File: config.mk
export PLATFORM = sky130hd
export DESIGN_NAME = io_tx_bridge
export DESIGN_NICKNAME = d
export VERILOG_FILES = /design/src/rtl/io_tx_bridge_pkg.sv /design/src/rtl/io_tx_bridge_fifo.sv /design/src/rtl/io_tx_bridge.sv
export SDC_FILE = /design/constraint.sdc
export NUM_CORES = 1
export LEC_CHECK = 0
export BUFFER_PORTS_ARGS = -buffer_cell sky130_fd_sc_hd__buf_2
export CAP_MARGIN = 5
export CORE_MARGIN = 1
export CORE_UTILIZATION = 40
export CTS_BUF_LIST = sky130_fd_sc_hd__clkbuf_16
export DETAILED_ROUTE_END_ITERATION = 8
export GPL_TIMING_DRIVEN = 0
export PLACE_DENSITY = 0.58
export SLEW_MARGIN = 0
export SYNTH_ARGS = -nofsm -noshare
export SYNTH_HDL_FRONTEND = slang
export SYNTH_HIERARCHICAL = 1
export SYNTH_SLANG_ARGS = --single-unit
File: constraint.sdc
create_clock -name clk -period 3.5 [get_ports clk]
set_input_delay 0.525 -clock clk [delete_from_list [all_inputs] [get_ports clk]]
set_output_delay 0.525 -clock clk [all_outputs]
set_load 0.01 [all_outputs]
File: src/rtl/io_tx_bridge_pkg.sv
// Shared types and constants for the I/O word UART bridge.
// Holds TX state encoding, status bit positions and frame sizing.
package baej_io_pkg;

   typedef enum logic [2:0] {
      IDLE,
      START,
      DATA,
      STOP,
      PARITY
   } tx_state_t;

   localparam int STAT_OVF   = 15;
   localparam int STAT_FULL  = 14;
   localparam int STAT_EMPTY = 13;
   localparam int STAT_BUSY  = 12;

   localparam int DATA_BITS = 8;

endpackage

File: src/rtl/io_tx_bridge_fifo.sv
// Circular word FIFO with same-cycle push/pop and a sticky overflow flag.
// A push into a full FIFO is accepted only when a pop frees a slot that cycle.
module io_fifo #(
   parameter  int DEPTH = 8,
   parameter  int W     = 16,
   localparam int AW    = (DEPTH > 1) ? $clog2(DEPTH) : 1,
   localparam int CW    = $clog2(DEPTH + 1)
) (
   input  logic          clk,
   input  logic          reset,
   input  logic          i_push,
   input  logic [W-1:0]  i_data,
   input  logic          i_pop,
   output logic [W-1:0]  o_data,
   output logic          o_full,
   output logic          o_empty,
   output logic [CW-1:0] o_count,
   output logic          o_overflow
);

   logic [W-1:0]  r_mem [DEPTH];
   logic [AW-1:0] r_wp;
   logic [AW-1:0] r_rp;
   logic [CW-1:0] r_count;
   logic          r_ovf;
   logic          w_do_push;
   logic          w_do_pop;

   assign o_full     = (r_count == CW'(DEPTH));
   assign o_empty    = (r_count == '0);
   assign o_count    = r_count;
   assign o_overflow = r_ovf;
   assign o_data     = r_mem[r_rp];

   assign w_do_pop  = i_pop && !o_empty;
   assign w_do_push = i_push && (!o_full || w_do_pop);

   always_ff @(posedge clk) begin
      if (w_do_push)
         r_mem[r_wp] <= i_data;
   end

   always_ff @(posedge clk) begin
      if (reset) begin
         r_wp    <= '0;
         r_rp    <= '0;
         r_count <= '0;
         r_ovf   <= 1'b0;
      end else begin
         if (w_do_push)
            r_wp <= r_wp + 1'b1;
         if (w_do_pop)
            r_rp <= r_rp + 1'b1;
         if (i_push && !w_do_push)
            r_ovf <= 1'b1;
         if (w_do_push && !w_do_pop)
            r_count <= r_count + 1'b1;
         else if (w_do_pop && !w_do_push)
            r_count <= r_count - 1'b1;
      end
   end

endmodule

File: src/rtl/io_tx_bridge.sv
// Queues every change of the CPU I/O word and sends it as two UART frames.
// Define BAEJ_TX_PARITY_EN to add an even parity bit to each frame.
module io_tx_bridge
   import baej_io_pkg::*;
#(
   parameter int DEPTH        = 8,
   parameter int CLKS_PER_BIT = 434
) (
   input  logic        clk,
   input  logic        reset,
   input  logic [15:0] io_out,
   output logic        tx,
   output logic [15:0] status,
   output logic        tx_busy
);

   localparam int CW   = $clog2(DEPTH + 1);
   localparam int CNTW = $clog2(CLKS_PER_BIT);
   localparam logic [CNTW-1:0] LAST = CNTW'(CLKS_PER_BIT - 1);
   localparam logic [2:0] LAST_BIT = 3'(DATA_BITS - 1);

   tx_state_t       r_state;
   logic [15:0]     r_prev;
   logic [15:0]     r_shift;
   logic            r_byte_sel;
   logic [2:0]      r_bit;
   logic [CNTW-1:0] r_cnt;
   logic            r_tx;
   logic            r_busy;

   logic            w_push;
   logic            w_pop;
   logic [15:0]     w_head;
   logic            w_full;
   logic            w_empty;
   logic [CW-1:0]   w_count;
   logic            w_ovf;
   logic [7:0]      w_byte;
   logic            w_cnt_end;

   assign w_push    = (io_out != r_prev);
   assign w_pop     = (r_state == IDLE) && !w_empty;
   assign w_byte    = r_byte_sel ? r_shift[7:0] : r_shift[15:8];
   assign w_cnt_end = (r_cnt == LAST);

   io_fifo #(
      .DEPTH (DEPTH),
      .W     (16)
   ) u_fifo (
      .clk        (clk),
      .reset      (reset),
      .i_push     (w_push),
      .i_data     (io_out),
      .i_pop      (w_pop),
      .o_data     (w_head),
      .o_full     (w_full),
      .o_empty    (w_empty),
      .o_count    (w_count),
      .o_overflow (w_ovf)
   );

   always_ff @(posedge clk) begin
      if (reset) begin
         r_state    <= IDLE;
         r_prev     <= io_out;
         r_shift    <= '0;
         r_byte_sel <= 1'b0;
         r_bit      <= '0;
         r_cnt      <= '0;
         r_tx       <= 1'b1;
         r_busy     <= 1'b0;
      end else begin
         if (w_push)
            r_prev <= io_out;
         unique case (r_state)
            IDLE: begin
               if (!w_empty) begin
                  r_shift    <= w_head;
                  r_byte_sel <= 1'b0;
                  r_cnt      <= '0;
                  r_tx       <= 1'b0;
                  r_busy     <= 1'b1;
                  r_state    <= START;
               end
            end
            START: begin
               if (w_cnt_end) begin
                  r_cnt   <= '0;
                  r_bit   <= '0;
                  r_tx    <= w_byte[0];
                  r_state <= DATA;
               end else begin
                  r_cnt <= r_cnt + 1'b1;
               end
            end
            DATA: begin
               if (w_cnt_end) begin
                  r_cnt <= '0;
                  if (r_bit == LAST_BIT) begin
`ifdef BAEJ_TX_PARITY_EN
                     r_tx    <= ^w_byte;
                     r_state <= PARITY;
`else
                     r_tx    <= 1'b1;
                     r_state <= STOP;
`endif
                  end else begin
                     r_bit <= r_bit + 3'd1;
                     r_tx  <= w_byte[r_bit + 3'd1];
                  end
               end else begin
                  r_cnt <= r_cnt + 1'b1;
               end
            end
`ifdef BAEJ_TX_PARITY_EN
            PARITY: begin
               if (w_cnt_end) begin
                  r_cnt   <= '0;
                  r_tx    <= 1'b1;
                  r_state <= STOP;
               end else begin
                  r_cnt <= r_cnt + 1'b1;
               end
            end
`endif
            STOP: begin
               if (w_cnt_end) begin
                  r_cnt <= '0;
                  // second pass of the frame carries the low byte
                  if (!r_byte_sel) begin
                     r_byte_sel <= 1'b1;
                     r_tx       <= 1'b0;
                     r_state    <= START;
                  end else begin
                     r_busy  <= 1'b0;
                     r_state <= IDLE;
                  end
               end else begin
                  r_cnt <= r_cnt + 1'b1;
               end
            end
            default: begin
               r_tx    <= 1'b1;
               r_busy  <= 1'b0;
               r_state <= IDLE;
            end
         endcase
      end
   end

   assign tx      = r_tx;
   assign tx_busy = r_busy;

   always_comb begin
      status             = '0;
      status[STAT_OVF]   = w_ovf;
      status[STAT_FULL]  = w_full;
      status[STAT_EMPTY] = w_empty;
      status[STAT_BUSY]  = r_busy;
      status[3:0]        = 4'(w_count);
   end

endmodule

## Word-level counts from Yosys, hierarchy flattened

Memories as Yosys holds them, arrays and structs flattened. A register that Yosys moved wholly into a read port is not among the register bits.
Cells that the tools add are included.

| storage, ports and cells | value |
|---|---|
| RAM bits | 128 |
| flip-flop bits (word level) | 45 |
| logic and storage cells | 99 |
| output and inout port bits | 18 |
| bits of input ports | 18 |
| memories | 1 |

| operators by class | value |
|---|---|
| bitwise logic cells | 2 |
| $add $sub $neg | 6 |
| reductions and logical operators | 27 |
| equality and inequality tests | 15 |
| mux-type cells | 36 |
| magnitude comparators | 1 |

Memories:

| name | depth | bits a word | rd ports | clocked after memory_dff | write ports | line | RTL |
|---|---|---|---|---|---|---|---|
| u_fifo.r_mem | 8 | 16 | 1 | 1 | 1 | io_tx_bridge_fifo.sv:21 | `logic [W-1:0] r_mem [DEPTH];` |

Operators with widths:

| kind | number |
|---|---|
| 16-bit 2-to-1 mux | 2 |
| 3-bit 2-to-1 mux | 8 |
| 9-bit 2-to-1 mux | 2 |
| 9-bit case mux with 2 select lines | 1 |
| 16-bit inequality test | 1 |
| 2-bit inequality test (second input constant) | 8 |
| 1-bit 2-to-1 mux | 14 |
| 3-bit case mux with 4 select lines | 1 |
| 5-bit AND reduction | 2 |
| 2-bit nonzero test | 5 |
| 3-bit by 1-bit adder with 3-bit output (second input constant) | 3 |
| 9-bit by 1-bit adder with 9-bit output (second input constant) | 1 |
| 9-bit == test (second input constant) | 1 |
| 4-bit 2-to-1 mux | 2 |
| 8-bit 2-to-1 mux | 1 |
| 4-bit AND reduction | 2 |
| 3-bit by 2-bit == test with 1-bit output (second input constant) | 2 |
| 1-bit logical AND | 6 |
| 3-bit case mux with 2 select lines | 1 |
| 4-bit by 1-bit adder with 4-bit output (second input constant) | 1 |
| 4-bit == test (second input constant) | 1 |
| 1-bit zero test | 4 |
| 4-bit zero test | 1 |
| 3-bit by 4-bit less-than comparator with 1-bit output (second input constant) | 1 |
| other kinds (14) | 16 |

## Logic depth before layout (Yosys ltp)

Gate-level depths: netlist (run 1).

| depth | value |
|---|---|
| depth in word-level cells | 10 |
| depth in mapped cells | 15 |
| depth with buffers taken out | 13 |

## By module

Netlist (run 1), hierarchy kept.

Modules (own cells, without submodules):

| module | times used | sequential area each (µm²) | cells an instance | area each (µm²) |
|---|---|---|---|---|
| io_fifo | 1 | 4124.0 | 262 | 5497.8 |
| io_tx_bridge | 1 | 1141.1 | 244 | 2418.6 |

## Least setup slack after synthesis (run 1)

No wires, ideal clock.

| path | value |
|---|---|
| path type | register to register |
| start point | register u_fifo.r_count[0] (netlist: u_fifo/o_count[0]) |
| end point | memory u_fifo.r_mem[0][0], enable pin |
| required time | 3.070 ns |
| path buffers | 2 |
| arrival | 3.221 ns |
| slack | -0.151 ns |
| setup time | 0.430 ns |
| clock period less this slack | 3.651 ns |
| stages on the path, launching flop included | 8 |
| cell sequence | dfxtp_1 > nor4_1 > nand2b_1 > clkbuf_1 > clkinv_1 > buf_1 > o21ai_4 > nor4_1 |

| on the way | value |
|---|---|
| longest elaborated chain between the ends | 8 |

RTL lines:

| what | line | RTL |
|---|---|---|
| start: declaration | io_tx_bridge_fifo.sv:24 | `logic [CW-1:0] r_count;` |
| start signal: assignment | io_tx_bridge_fifo.sv:57 | `r_count <= r_count + 1'b1;` |
| start signal: assignment | io_tx_bridge_fifo.sv:59 | `r_count <= r_count - 1'b1;` |
| 4-bit zero test | io_tx_bridge_fifo.sv:30 | `assign o_empty = (r_count == '0);` |
| via w_empty | io_tx_bridge.sv:35 | `logic w_empty;` |
| 1-bit zero test | io_tx_bridge.sv:42 | `assign w_pop = (r_state == IDLE) && !w_empty;` |
| 1-bit logical AND | io_tx_bridge.sv:42 |  |
| via w_pop | io_tx_bridge.sv:32 | `logic w_pop;` |
| 1-bit logical AND | io_tx_bridge_fifo.sv:35 | `assign w_do_pop = i_pop && !o_empty;` |
| 1-bit logical OR | io_tx_bridge_fifo.sv:36 | `assign w_do_push = i_push && (!o_full \|\| w_do_pop);` |
| 1-bit logical AND | io_tx_bridge_fifo.sv:36 |  |
| 1-bit 2-to-1 mux | io_tx_bridge_fifo.sv:39 | `if (w_do_push)` |
| 1-bit 2-to-1 mux (implied by the code) | io_tx_bridge_fifo.sv:40 | `r_mem[r_wp] <= i_data;` |
| end: declaration | io_tx_bridge_fifo.sv:21 |  |

The timed path passes the listed nets, and every way through them passes these cells.

## Worst setup path in the final report (run 1)

| path | value |
|---|---|
| start point | register r_state[0] |
| end point | register u_fifo.r_count[3] (netlist: u_fifo/o_count[3]) |

| on the way | value |
|---|---|
| longest elaborated chain between the ends | 8 |

RTL lines:

| what | line | RTL |
|---|---|---|
| start: declaration | io_tx_bridge.sv:22 | `tx_state_t r_state;` |
| start signal: assignment | io_tx_bridge.sv:64 | `r_state <= IDLE;` |
| start signal: assignment | io_tx_bridge.sv:83 | `r_state <= START;` |
| start signal: assignment | io_tx_bridge.sv:91 | `r_state <= DATA;` |
| 3-bit zero test * | io_tx_bridge.sv:42 |  |
| 1-bit logical AND * | io_tx_bridge.sv:42 |  |
| via w_pop | io_tx_bridge.sv:32 |  |
| 1-bit logical AND * | io_tx_bridge_fifo.sv:35 |  |
| 1-bit logical OR * | io_tx_bridge_fifo.sv:36 |  |
| 1-bit logical AND * | io_tx_bridge_fifo.sv:36 |  |
| via u_fifo.w_do_push | io_tx_bridge_fifo.sv:26 | `logic w_do_push;` |
| 1-bit zero test | io_tx_bridge_fifo.sv:58 | `else if (w_do_pop && !w_do_push)` |
| 1-bit logical AND | io_tx_bridge_fifo.sv:58 |  |
| 2-bit nonzero test (no line) | -- |  |

Mark *: on every way through the listed nets, which the timed path passes. The rest lies on a longest branch.
A chain may end at the register's enable or synchronous reset.

==> run_results.csv, run 1 <==
group,metric,value,unit
run_status,outcome,"finished, final reports clean",
sta,maxSlewViolCount,0,
min_path,hold_path.class,"in2reg",
sta,whs,0.3934,ns
cts,clock_sinks,191,
floorplanning,core.rowCount,51,
sta,setup_tns,0,ns
cts,cts_root_buf,"clkbuf_16",
route,ant_nets,0,
global_routing,grt_max_degree,20,
logic_synthesis,syn_area,7916,um2
logic_synthesis,synth_top_area_cell,"edfxtp_1",
sta,hold_viol,0,
global_routing,grt_use_total,16.69,%
route,drt_wl_total,15760,um
cts,clk_pin_slew_worst_paths,0.07,ns
power,total_power,7.189,mW
layout,drive_above_1_share,27.99,%
critical_path,start_kind,"flop",
run,cap_violations,0,
global_routing,grt_pass1_vias,4320,
critical_path,cp_cell_sequence,"inv_1, ha_1, nand2b_4, clkinvlp_4, clkbuf_4, o21ai_4, inv_2, ha_1, inv_1, ha_1, a21oi_1, a211oi_1, a31oi_1, mux2_1",
layout,nets,606,
route,post-route-drc-count,0,
placed_design,gp_congestion,0.7809,
placed_design,dpl.hpwl,10930,um
logic_synthesis,syn_avg_cell_area,15.64,um2
power,seqPwrFrac,42.6,%
floorplanning,die_x,142.7,um
sta,fin_crit_sh,93.26,%
layout,area_growth,16.96,%
layout,fin_util,47.57,%
sta,finalWorstSetupSlack,0.2359,ns
placed_design,place_inst,815,
logic_synthesis,ys.flop_type,"edfxtp_1",
global_routing,grt_first_pass_wirelength,24360,um
cts,cts_tree,"yes",
critical_path,cpMaxStageDelayCell,"dfxtp_1",
placed_design,pre_cts_slack,-0.7894,ns
logic_synthesis,synthTopCellsByCount,"edfxtp_1, dfxtp_1, nand2_1, mux4_2, nor2_1",
logic_synthesis,synthCells,506,
min_path,worstHoldStart,"reset",
critical_path,critPathArrivalTime,3.57,ns
floorplanning,io-pin-count,36,
route,via_count,4306,
logic_synthesis,yosysSeqAreaShare,66.51,%
layout,fin_cells,851,
route,vias_per_cell,5.060,
sta,tightest_slew,0.9674,ns
route,firstDrtPassIters,4,
route,initialDrtViolationCount,352,
logic_synthesis,synth.most_common_cell,"edfxtp_1",
critical_path,cpMostUsedCell,"ha_1",
logic_synthesis,synth_edf_count,144,
power,power_density,776.5,nW/um2
power,p_int,4.896,mW
sta,relSlewSlack,35.16,%
sta,rsz0062_at_grt,"false",
layout,fillers,1678,
layout,num_antenna_cells,0,
sta,setup-violations-final,0,
floorplanning,dieArea,20360,um2
power,clkPwrFrac,27.9,%
floorplanning,core_area,19460,um2
floorplanning,start_util,40.68,%
critical_path,crit_path_max_incr_delay,0.36,ns
cts,cts-buffers-inserted,17,
cts,htree_levels,4,
power,combPwrFrac,29.5,%
layout,finalInstanceArea,9259,um2
global_routing,antenna_found_initial,0,
sta,clock_skew,0.01358,ns
route,wl_per_cell,18.52,um
floorplanning,die_y,142.7,um
cts,clock_latency,0.43,ns
power,vdd_drop_max,0.3469,mV
critical_path,cp.required,3.81,ns
cts,clock_path_buffers,2,
logic_synthesis,async_flop_share,0,%
logic_synthesis,ys_types,53,
critical_path,worstSetupPathType,"reg2reg",
placed_design,place_area,8582,um2
critical_path,r2r_start,"r_state[0]",
placed_design,portBuffers,27,
sta,period_minus_slack,3.264,ns
logic_synthesis,ys_seq_elements,191,
global_routing,overflow,0,
power,leakage,3.231,nW
critical_path,cp-startpoint,"r_state[0]",
power,sw_frac_of_total,31.90,%
cts,cts_hold_buf,0,
sta,fmax,306.4,MHz
critical_path,cp_max_fo,13,
logic_synthesis,yosysWarnings,6,
power,switching_power,2.293,mW
critical_path,cp-end-kind,"flop",
logic_synthesis,synth_top_cell_area_share,54.62,%
logic_synthesis,synth_area_leaders,"edfxtp_1, dfxtp_1, mux4_2",
[sequential cells by signal, summed over array words and instances, names as in the netlist, 2 cells and up, named ones only]
| name | count |
|---|---|
| u_fifo/r_wp | 3 |
| u_fifo/r_rp | 3 |
| r_shift | 16 |
| u_fifo/r_mem | 128 |
| r_prev | 16 |
| r_state | 2 |
| r_cnt | 9 |
| r_bit | 3 |
| u_fifo/o_count | 4 |
[critical path: cells and delay by family, from the launching register on]
kind	cells	cell delay, ns
compound gates	4	0.72
fa+ha+maj	3	0.81
buf+inv	5	0.74
flops	1	0.36
mux	1	0.33
simple gates	1	0.18
[layout make-up]
| type | count | area [um2] | share of cell area [%] |
|---|---|---|---|
| Tap cell | 265 | 331.6 | 3.581 |
| Clock inverter | 15 | 193.9 | 2.095 |
| Sequential cell | 191 | 5265 | 56.86 |
| Clock buffer | 17 | 425.4 | 4.595 |
| Buffer | 31 | 196.4 | 2.122 |
| Inverter | 12 | 48.80 | 0.5270 |
| Timing Repair Buffer | 42 | 296.5 | 3.203 |
| Multi-Input combinational cell | 278 | 2501 | 27.01 |
[power groups by stage]
| stage | sequential [mW] | clock [mW] | combinational, mW |
|---|---|---|---|
| finish | 3.06 | 2.01 | 2.12 |
| global route | 3.10 | 2.13 | 2.32 |
| CTS | 3.07 | 2.04 | 2.11 |
| detailed placement | 3.11 | 0 | 2.07 |
| global placement | 3.10 | 0 | 1.95 |
| floorplan | 3.06 | 0 | 1.46 |
[timing repair]
item                                    4_1_cts  5_1_grt
pin swaps                                     2        1
endpoints found under the setup margin       31        1
gates resized for setup                       4        2
buffers inserted                              3        2
endpoints found under the hold margin         0        0
[layout by cell type (no fill, tap or decap), drive strengths merged, types with 3 or more instances in the layout]
| cell type | Yosys | routed |
|---|---|---|
| a21oi | 26 | 26 |
| nand4 | 4 | 4 |
| and2 | 3 | 3 |
| inv | 11 | 18 |
| dfxtp | 47 | 47 |
| mux2i | 8 | 8 |
| conb | 1 | 8 |
| clkinv | 1 | 4 |
| xnor2 | 4 | 4 |
| a31oi | 4 | 4 |
| nand2b | 4 | 4 |
| nor3 | 6 | 6 |
| mux4 | 36 | 36 |
| buf | 22 | 63 |
| a211oi | 3 | 3 |
| mux2 | 18 | 18 |
| o21ai | 4 | 4 |
| and3 | 3 | 3 |
| nand2 | 43 | 43 |
| edfxtp | 144 | 144 |
| clkinvlp | 0 | 3 |
| xor2 | 25 | 25 |
| nand3 | 3 | 3 |
| clkbuf | 10 | 27 |
| nor4 | 6 | 6 |
| ha | 14 | 14 |
| nor2 | 36 | 36 |
[path summary, 6_finish.rpt]
kind                       endpoint  slack (ns)  depth (start not counted)
hold / removal       u_fifo/r_wp[1]        0.39                          2
setup reg to reg  u_fifo/o_count[3]        0.24                         14
setup / recovery  u_fifo/o_count[3]        0.24                         14
hold reg to reg          r_shift[2]        0.46                          2
[cell families (layout without fill, tap and decap cells)]
kind of cell | count (synthesis) | in the layout | share of synthesized area [%]
DFF | 191 | 191 | 66.51
and+or+nand+nor | 117 | 117 | 7.049
muxes | 62 | 62 | 13.81
AOI/OAI and AO/OA | 47 | 47 | 3.856
buffers and inverters | 44 | 117 | 3.050
xor gates and xnor gates | 29 | 29 | 3.208
adders and majority gates | 15 | 15 | 2.466
other | 1 | 8 | 0.04737
[per-layer routing]
layer | vias to the layer above | GRT usage, % | wire length, um
li1 | 2029 | - | -
met1 | 2196 | 21.25 | 7157
met2 | 68 | 28.02 | 7912
met3 | 13 | 4.058 | 481
met4 | 0 | 5.376 | 208
met5 | - | 0 | 0
No activity file was read; power rests on OpenSTA's default activity.
==> run 2: changes to the inputs <==
ABC_AREA = 1   (was not set)
==> run_results.csv, run 2 <==
group,metric,value,unit
run_status,outcome,"finished, final reports clean",
layout,nets,916,
global_routing,grt_first_pass_wirelength,29010,um
placed_design,portBuffers,27,
critical_path,cp_max_fo,10,
sta,period_minus_slack,2.798,ns
run,cap_violations,0,
route,post-route-drc-count,0,
power,vdd_drop_max,0.3777,mV
critical_path,r2r_start,"u_fifo/o_count[1]",
min_path,min_to,"u_fifo/o_overflow",
power,power_density,821.9,nW/um2
logic_synthesis,synthCells,822,
route,firstDrtPassIters,5,
logic_synthesis,syn_avg_cell_area,10.24,um2
logic_synthesis,synth_edf_count,144,
logic_synthesis,ys_types,45,
critical_path,start_kind,"flop",
sta,clock_skew,0.01136,ns
critical_path,cpMostUsedCell,"inv_1",
critical_path,crit_buf_inv,5,
sta,fmax,357.4,MHz
critical_path,worstSetupPathType,"reg2reg",
min_path,worstHoldStart,"reset",
logic_synthesis,synth_top_area_cell,"edfxtp_1",
logic_synthesis,async_flop_share,0,%
cts,clock_latency,0.43,ns
critical_path,r2r_cells,16,
layout,final_common_cell,"nor2_1",
global_routing,grt_max_degree,19,
sta,tightest_slew,1.102,ns
placed_design,gp_congestion,0.7968,
sta,rsz0062_at_grt,"false",
critical_path,crit_cells,16,
logic_synthesis,ys_seq_elements,191,
min_path,holdPathStages,2,
logic_synthesis,yosysSeqAreaShare,62.56,%
logic_synthesis,synth_area_leaders,"edfxtp_1, dfxtp_1, nor2_1",
logic_synthesis,syn_area,8416,um2
critical_path,crit-reg2reg-capture,"u_fifo/o_count[3]",
cts,cts_root_buf,"clkbuf_16",
floorplanning,io-pin-count,36,
route,via_count,5595,
global_routing,grt_pass1_vias,5319,
route,wl_per_cell,15.58,um
critical_path,cp.required,3.83,ns
sta,hold_viol,0,
route,initialDrtViolationCount,407,
cts,clock_path_buffers,2,
cts,htree_levels,4,
logic_synthesis,synthTopCellsByCount,"nor2_1, edfxtp_1, nand2_1, o21ai_0, inv_1",
sta,setup_tns,0,ns
layout,largest_reg_flops,128,
cts,clock_sinks,191,
logic_synthesis,ys.flop_type,"edfxtp_1",
critical_path,critPathTopFamily,"simple AND/OR/NAND/NOR gates",
layout,regMostFlops,"u_fifo/r_mem",
critical_path,cp-end-kind,"flop",
layout,fin_cells,1166,
cts,cts_tree,"yes",
floorplanning,die_x,147.1,um
sta,relSlewSlack,26.34,%
critical_path,cpMaxStageDelayCell,"dfxtp_1",
power,leakage,3.800,nW
global_routing,overflow,0,
floorplanning,dieArea,21620,um2
floorplanning,core_area,20430,um2
placed_design,place_inst,1134,
min_path,hold_path.class,"in2reg",
layout,num_antenna_cells,0,
sta,fin_crit_sh,79.95,%
logic_synthesis,synth_top_cell_area_share,51.38,%
layout,drive_above_1_share,15.29,%
route,drt_wl_total,18170,um
layout,reg.largest.list,"u_fifo/r_mem x128, r_prev x16, r_shift x16",
route,vias_per_cell,4.798,
cts,cts_resized,0,
floorplanning,start_util,41.19,%
logic_synthesis,yosysWarnings,6,
cts,post_cts_buffers,0,
critical_path,crit_path_max_incr_delay,0.47,ns
sta,maxSlewViolCount,0,
placed_design,dpl.hpwl,12400,um
floorplanning,die_y,147.1,um
sta,setup-violations-final,0,
route,ant_nets,0,
global_routing,grt_use_total,17.95,%
critical_path,critPathArrivalTime,3.13,ns
cts,cts_hold_buf,0,
global_routing,antenna_found_initial,0,
critical_path,cp_cell_sequence,"nor2_2, nand3_1, inv_1, nor2_4, inv_1, nand3_2, nand2_1, inv_1, ha_1, inv_1, ha_1, or2_2, nand3_1, nand3_1, nand2_1, inv_1",
layout,area_growth,14.21,%
logic_synthesis,synth.most_common_cell,"nor2_1",
layout,layout_common_cells,"nor2_1, edfxtp_1, nand2_1",
floorplanning,core.rowCount,52,
cts,cts-buffers-inserted,17,
critical_path,rrSetupSlack,0.70,ns
layout,fillers,1913,
cts,clk_pin_slew_worst_paths,0.07,ns
-- run 2: cell types whose count changed after synthesis, sizes merged, moves of 5 or more --
| cell | change |
|---|---|
| nand2 | +101 |
| inv | +48 |
| mux2 | -18 |
| buf | +6 |
| nor4 | -5 |
| mux2i | -8 |
| xnor2 | +11 |
| mux4 | -36 |
| a21oi | +5 |
| nor2 | +142 |
| nand3 | +22 |
| xor2 | -20 |
| o21ai | +89 |
-- run 2: worst max-delay path by stage --
stage	start	end	slack (ns)
after floorplan	u_fifo/o_count[0]	u_fifo/r_mem[0][0]	1.05
after global placement	io_out[11]	u_fifo/r_mem[0][13]	0.05
final	u_fifo/o_count[1]	u_fifo/o_count[3]	0.70
after global routing	u_fifo/o_count[1]	u_fifo/o_count[3]	0.48
after CTS	u_fifo/o_count[1]	u_fifo/o_count[3]	0.70
after detailed placement	io_out[11]	u_fifo/o_count[3]	0.38
-- run 2: kinds of logic after synthesis --
group	after synthesis	synth area share (%)
adders and majority gates	15	2.319
and+or+nand+nor	361	17.54
other	1	0.04456
buffers and inverters	102	6.780
AOI/OAI and AO/OA	132	8.668
xor gates and xnor gates	20	2.081
DFF	191	62.56
-- run 2: cell type report --
type,instances,area [um2],share of cell area (%)
sequential,191,5265,54.78
multi-input combinational,536,2626,27.32
clock buffer,17,425.4,4.426
buffer,42,341.6,3.554
tap,270,337.8,3.515
timing repair buffer,35,267.8,2.786
inverter,60,229.0,2.382
clock inverter,15,118.9,1.237
-- run 2: metal layers --
layer / vias to the layer above / share of wire (%) / GRT usage, %
met5: - / 0 / 0
met4: 0 / 1.1 / 5.052
met3: 13 / 4.6 / 4.099
met2: 116 / 46 / 28.54
met1: 2622 / 48 / 24.58
li1: 2844 / - / -
-- run 2: power breakdown --
group | internal, mW | switching [mW] | total, mW
combinational | 1.06 | 1.99 | 3.05
clock | 0.931 | 0.893 | 1.82
sequential | 2.88 | 0.146 | 3.02
total | 4.87 | 3.03 | 7.90
-- run 2: stage by stage --
| stage | hold slack, ns | setup slack, ns | power [mW] | area [um2] | utilization [%] |
|---|---|---|---|---|---|
| 6_report | 0.3641 | 0.7017 | 7.900 | 9612 | 47.05 |
| 5_1_grt | 0.3708 | 0.4788 | 8.460 | 9612 | 47.05 |
| 4_1_cts | 0.3475 | 0.7047 | 7.942 | 9612 | 47.05 |
| 3_5_place_dp | 0.4480 | 0.3836 | 6.120 | 9067 | 44.38 |
| 3_3_place_gp | 0.4407 | 0.04580 | 5.974 | 8915 | 43.64 |
| 2_1_floorplan | 0.4244 | 1.046 | 5.149 | 8442 | - |
